[src/rtl/video_pkg.sv]
// Shared video types and constants: RGB888 pixel, black, default transparency key, sync idle level.
package video_pkg;

    typedef logic [23:0] rgb888_t;

    localparam rgb888_t BLACK             = 24'h000000;
    localparam rgb888_t DEFAULT_KEY_COLOR = 24'hFFFFFF;
    localparam logic    SYNC_IDLE         = 1'b1;

endpackage

[src/rtl/blink_timer.sv]
// Frame counter that toggles blink_phase every BLINK_FRAMES frame_start pulses.
module blink_timer #(
    parameter int BLINK_FRAMES = 30
) (
    input  logic clk,
    input  logic rst,
    input  logic frame_start,
    output logic blink_phase
);

    localparam int CW = (BLINK_FRAMES > 1) ? $clog2(BLINK_FRAMES) : 1;

    logic [CW-1:0] frame_cnt;

    always_ff @(posedge clk) begin
        if (rst) begin
            frame_cnt   <= '0;
            blink_phase <= 1'b0;
        end else if (frame_start) begin
            if (frame_cnt == CW'(BLINK_FRAMES - 1)) begin
                frame_cnt   <= '0;
                blink_phase <= ~blink_phase;
            end else begin
                frame_cnt <= frame_cnt + 1'b1;
            end
        end
    end

endmodule

[src/rtl/pixel_compositor.sv]
// Two-stage layer compositor: register inputs, then pick the lowest-index eligible layer.
// Optional per-layer blinking is built when COMPOSITOR_BLINK_EN is defined.
module pixel_compositor
    import video_pkg::*;
#(
    parameter int                    NUM_LAYERS   = 4,
    parameter int                    DATA_WIDTH   = 24,
    parameter logic [DATA_WIDTH-1:0] KEY_COLOR    = DATA_WIDTH'(DEFAULT_KEY_COLOR),
    parameter int                    BLINK_FRAMES = 30,
    localparam int                   LW           = (NUM_LAYERS > 1) ? $clog2(NUM_LAYERS) : 1
) (
    input  logic                             clk,
    input  logic                             rst,
    input  logic                             bright_in,
    input  logic                             hsync_in,
    input  logic                             vsync_in,
    input  logic                             frame_start,
    input  logic [NUM_LAYERS-1:0]            pix_en,
    input  logic [NUM_LAYERS*DATA_WIDTH-1:0] pixels,
    input  logic [DATA_WIDTH-1:0]            bg_color,
    input  logic [NUM_LAYERS-1:0]            blink_mask,
    output logic [DATA_WIDTH-1:0]            rgb,
    output logic                             bright_out,
    output logic                             hsync_out,
    output logic                             vsync_out,
    output logic                             hit_valid,
    output logic [LW-1:0]                    hit_layer
);

    logic [NUM_LAYERS*DATA_WIDTH-1:0] s1_pixels;
    logic [NUM_LAYERS-1:0]            s1_pix_en;
    logic [NUM_LAYERS-1:0]            s1_blink_mask;
    logic [DATA_WIDTH-1:0]            s1_bg_color;
    logic                             s1_bright;
    logic                             s1_hsync;
    logic                             s1_vsync;
    logic                             blink_phase;

`ifdef COMPOSITOR_BLINK_EN
    blink_timer #(
        .BLINK_FRAMES(BLINK_FRAMES)
    ) u_blink_timer (
        .clk        (clk),
        .rst        (rst),
        .frame_start(frame_start),
        .blink_phase(blink_phase)
    );
`else
    // Phase tied low makes the mask gating a no-op; frame_start has no consumer.
    logic unused_frame_start;
    assign unused_frame_start = frame_start;
    assign blink_phase        = 1'b0;
`endif

    always_ff @(posedge clk) begin
        if (rst) begin
            s1_pixels     <= '0;
            s1_pix_en     <= '0;
            s1_blink_mask <= '0;
            s1_bg_color   <= '0;
            s1_bright     <= 1'b0;
            s1_hsync      <= SYNC_IDLE;
            s1_vsync      <= SYNC_IDLE;
        end else begin
            s1_pixels     <= pixels;
            s1_pix_en     <= pix_en;
            s1_blink_mask <= blink_mask;
            s1_bg_color   <= bg_color;
            s1_bright     <= bright_in;
            s1_hsync      <= hsync_in;
            s1_vsync      <= vsync_in;
        end
    end

    logic                  sel_hit;
    logic [LW-1:0]         sel_idx;
    logic [DATA_WIDTH-1:0] sel_pix;

    always_comb begin
        sel_hit = 1'b0;
        sel_idx = '0;
        sel_pix = s1_bg_color;
        for (int unsigned i = 0; i < NUM_LAYERS; i++) begin
            if (!sel_hit && s1_pix_en[i]
                && (s1_pixels[i*DATA_WIDTH +: DATA_WIDTH] != KEY_COLOR)
                && !(blink_phase && s1_blink_mask[i])) begin
                sel_hit = 1'b1;
                sel_idx = LW'(i);
                sel_pix = s1_pixels[i*DATA_WIDTH +: DATA_WIDTH];
            end
        end
    end

    always_ff @(posedge clk) begin
        if (rst) begin
            rgb        <= '0;
            hit_valid  <= 1'b0;
            hit_layer  <= '0;
            bright_out <= 1'b0;
            hsync_out  <= SYNC_IDLE;
            vsync_out  <= SYNC_IDLE;
        end else begin
            bright_out <= s1_bright;
            hsync_out  <= s1_hsync;
            vsync_out  <= s1_vsync;
            if (!s1_bright) begin
                rgb       <= DATA_WIDTH'(BLACK);
                hit_valid <= 1'b0;
                hit_layer <= '0;
            end else begin
                rgb       <= sel_pix;
                hit_valid <= sel_hit;
                hit_layer <= sel_idx;
            end
        end
    end

endmodule

[config.mk]
export PLATFORM = sky130hd
export DESIGN_NAME = pixel_compositor
export DESIGN_NICKNAME = d
export VERILOG_FILES = /design/src/rtl/video_pkg.sv /design/src/rtl/blink_timer.sv /design/src/rtl/pixel_compositor.sv
export SDC_FILE = /design/constraint.sdc
export NUM_CORES = 1
export LEC_CHECK = 0
export CAP_MARGIN = 20
export CELL_PAD_IN_SITES_DETAIL_PLACEMENT = 1
export CELL_PAD_IN_SITES_GLOBAL_PLACEMENT = 1
export CORE_ASPECT_RATIO = 1.75
export CORE_MARGIN = 1
export CORE_UTILIZATION = 38
export DETAILED_ROUTE_END_ITERATION = 10
export GPL_TIMING_DRIVEN = 0
export PLACE_DENSITY_LB_ADDON = 0.25
export SLEW_MARGIN = 20
export SYNTH_ARGS = -nofsm -noshare
export SYNTH_HDL_FRONTEND = slang
export SYNTH_HIERARCHICAL = 1
export SYNTH_SLANG_ARGS = --single-unit
[constraint.sdc]
create_clock -name clk -period 4.1 [get_ports clk]
set_input_delay 0.615 -clock clk [delete_from_list [all_inputs] [get_ports clk]]
set_output_delay 0.615 -clock clk [all_outputs]
set_load 0.02 [all_outputs]
==> impl_metrics.tcl <==
set metrics [dict create \
    period_share 0.628 \
    grt_pass1_wl_um 25600 \
    antenna_left 0 \
    drc_errors 0 \
    worstSetupEndpointType "flip-flop" \
    final_core_util 0.558 \
    seq_area_mm2 0.00314 \
    p_clk_frac 0.420 \
    vias 4450 \
    nets 820 \
    worst_clock_skew_ps 8.37 \
    irDropWorstVdd_mv 0.237 \
    hpwl_um 13000 \
    critical-path-slowest-cell "or4_4" \
    finalSetupViolations 0 \
    gp_congestion 0.845 \
    viasPerCell 5.08 \
    min_period_ps 2580 \
    hold_violations 0 \
    slew_headroom 0.520 \
    power.share.sequential 0.478 \
    switching_share 0.241 \
    drv_slew 0 \
    clock_latency_ps 420 \
    io_buffers 158 \
    combPwrFrac 0.102 \
    multi_input_area_mm2 0.00202 \
    synth-seq-cells 157 \
    fin_tns_setup_ps 0 \
    synth_flop_cell "dfxtp_1" \
    cp.required_ps 4390 \
    grt_start_max_net_pins 17 \
    drtIter0Drc 155 \
    areaGrowthSynthToFinish_pct 43.8 \
    synth.most_common_cell "dfxtp_1" \
    core_area_mm2 0.0138 \
    hold_buffers 0 \
    antenna_found_initial 0 \
    cts_tree "built" \
    track_usage 0.238 \
    die_w_um 91.8 \
    synth_edf_count 0 \
    dr.pass1.iters 7 \
    synth.net_count 643 \
    n_fill_cell 1516 \
    crit_path_start_kind "flip-flop" \
    tightest_slew_ps 719 \
    dieArea_mm2 0.0146 \
    rsz0062_at_grt "no" \
    h-tree-depth 4 \
    synthArstFlopShare 0 \
    p_int_w 0.00262 \
    critPathBufInv 2 \
    yosysWarnings 6 \
    ioPinCount 164 \
    wl_per_cell_um 19.5 \
    syn_area_per_cell_um2 10.5 \
    cts_setup_buffers 0 \
    crit_chain "nand4_1 > or4_4 > o31a_1 > buf_6 > clkbuf_1 > a21o_1 > o22ai_1 > a31oi_1" \
    clk_pin_slew_worst_paths_ps 70 \
    fmax_mhz 388 \
    hold_path.class "flip-flop to flip-flop" \
    ys_top_cells_by_count "dfxtp_1, nor2b_1, nand2_1" \
    grt_pass1_vias 4848 \
    row_count 57 \
    criticalPathCategory "flip-flop to flip-flop" \
    clkSinkCount 157 \
    totalWireLength_um 17000 \
    slowest_delay_ps 590 \
    synth_top_area_frac 0.586 \
    cts_buffer_depth 2 \
    outcome "finished clean" \
    diodes 0 \
    timing.max_cap.violations 0 \
    cts_root_buf "clkbuf_16" \
    ys_seq_area_frac 0.586 \
    cp_max_fo 10 \
    cts-resized-gates 0 \
    synth.distinct_cells 28 \
    yosysTopAreaCell "dfxtp_1" \
    power_per_cell_area_mw_per_mm2 447 \
    overflow 0 \
    arrival_ps 2860 \
    critPathTopFamily "compound AO/OA/AOI/OAI gates" \
    drive_gt1_frac 0.0944 \
    die_h_um 159 \
    p_switching_w 0.000832 \
    initial_utilization 0.388 \
    cts_buffers 17 \
    p_leak_nw 2.99 \
    netlist_instances 509 \
    synth_area_mm2 0.00537 \
    ys_top_cells_by_area "dfxtp_1, nor2b_1, a21o_1" \
]
cell type report:
cell class / instances / area share
inverters: 1 / 0.000487
flip-flops and latches: 157 / 0.407
plain buffers: 35 / 0.0263
clock inverters: 11 / 0.0110
multi-input cells: 316 / 0.261
repair buffers: 158 / 0.205
well taps: 177 / 0.0287
clock buffers: 21 / 0.0597
metrics by stage:
stage | cells | instance area (µm²) | hold slack, ps | worst slack [ps] | total power (W)
floorplan | 509 | 5370 | 389 | 2020 | 0.00181
global placement | 844 | 7170 | 399 | 1620 | 0.00202
detailed placement | 844 | 7170 | 410 | 1560 | 0.00203
CTS | 876 | 7710 | 425 | 1520 | 0.00346
global route | 876 | 7710 | 444 | 1410 | 0.00355
finish | 876 | 7710 | 423 | 1520 | 0.00345
worst reg2reg max path: stages (launching register included):
cell and delay, ps:
dfxtp_1 350, nand4_1 120, or4_4 590, o31a_1 330, buf_6 140, clkbuf_1 230
a21o_1 220, o22ai_1 320, a31oi_1 140
power by group through the flow:
| stage | Clock, W | Combinational (W) | Sequential, W |
|---|---|---|---|
| final | 0.00145 | 0.000351 | 0.00165 |
| after CTS | 0.00146 | 0.000354 | 0.00165 |
| after detailed placement | 0 | 0.000351 | 0.00168 |
| after global placement | 0 | 0.000343 | 0.00168 |
| after global routing | 0.00153 | 0.000375 | 0.00165 |
| after floorplan | 0 | 0.000142 | 0.00167 |
logic make-up after synthesis:
kind of cell    synth area share
compound gates             0.132
buf+inv                   0.0385
simple gates               0.243
flops                      0.586
sequential cells by signal (all words and copies together), names as in the netlist:
signal	count
s1_vsync	1
hsync_out	1
bright_out	1
vsync_out	1
s1_bg_color	24
s1_bright	1
s1_pix_en	4
s1_hsync	1
hit_layer	2
rgb	24
hit_valid	1
s1_pixels	96
placed cells by master (no fill, tap or decap):
cell type	n
or4_1	2
nor2b_1	125
o31ai_4	2
clkinv_4	1
o21ai_2	1
o31a_1	2
clkbuf_8	2
inv_1	1
a21oi_2	2
nand4_1	24
o21a_1	1
nor3_4	1
clkbuf_16	17
buf_2	3
nand4_4	1
clkinv_2	1
nand2_1	25
buf_6	8
inv_6	3
clkinvlp_4	6
o22ai_1	24
a31oi_1	24
and3_1	17
or2_2	5
buf_4	2
clkbuf_1	24
a41oi_2	1
or4_4	2
dfxtp_1	157
o21ai_1	24
nand2b_1	1
or3_2	1
and3_2	7
clkdlybuf4s50_1	158
a21o_1	24
metal layers:
layer	share of wire	global-route usage
met5	0	0
met4	0.043	0.127
met3	0.039	0.0492
met2	0.56	0.457
met1	0.36	0.230
worst paths after layout:
check / startpoint / end / slack [ps] / depth (start not counted)
setup / recovery: s1_pixels[23]$_SDFF_PP0_ / rgb[13]$_SDFF_PP0_ / 1520 / 8
hold / removal: s1_hsync$_SDFF_PP1_ / hsync_out$_SDFF_PP1_ / 420 / 1
setup reg to reg: s1_pixels[23]$_SDFF_PP0_ / rgb[13]$_SDFF_PP0_ / 1520 / 8
hold reg to reg: s1_hsync$_SDFF_PP1_ / hsync_out$_SDFF_PP1_ / 420 / 1
Note: power is estimated with default switching activity, not from simulation.
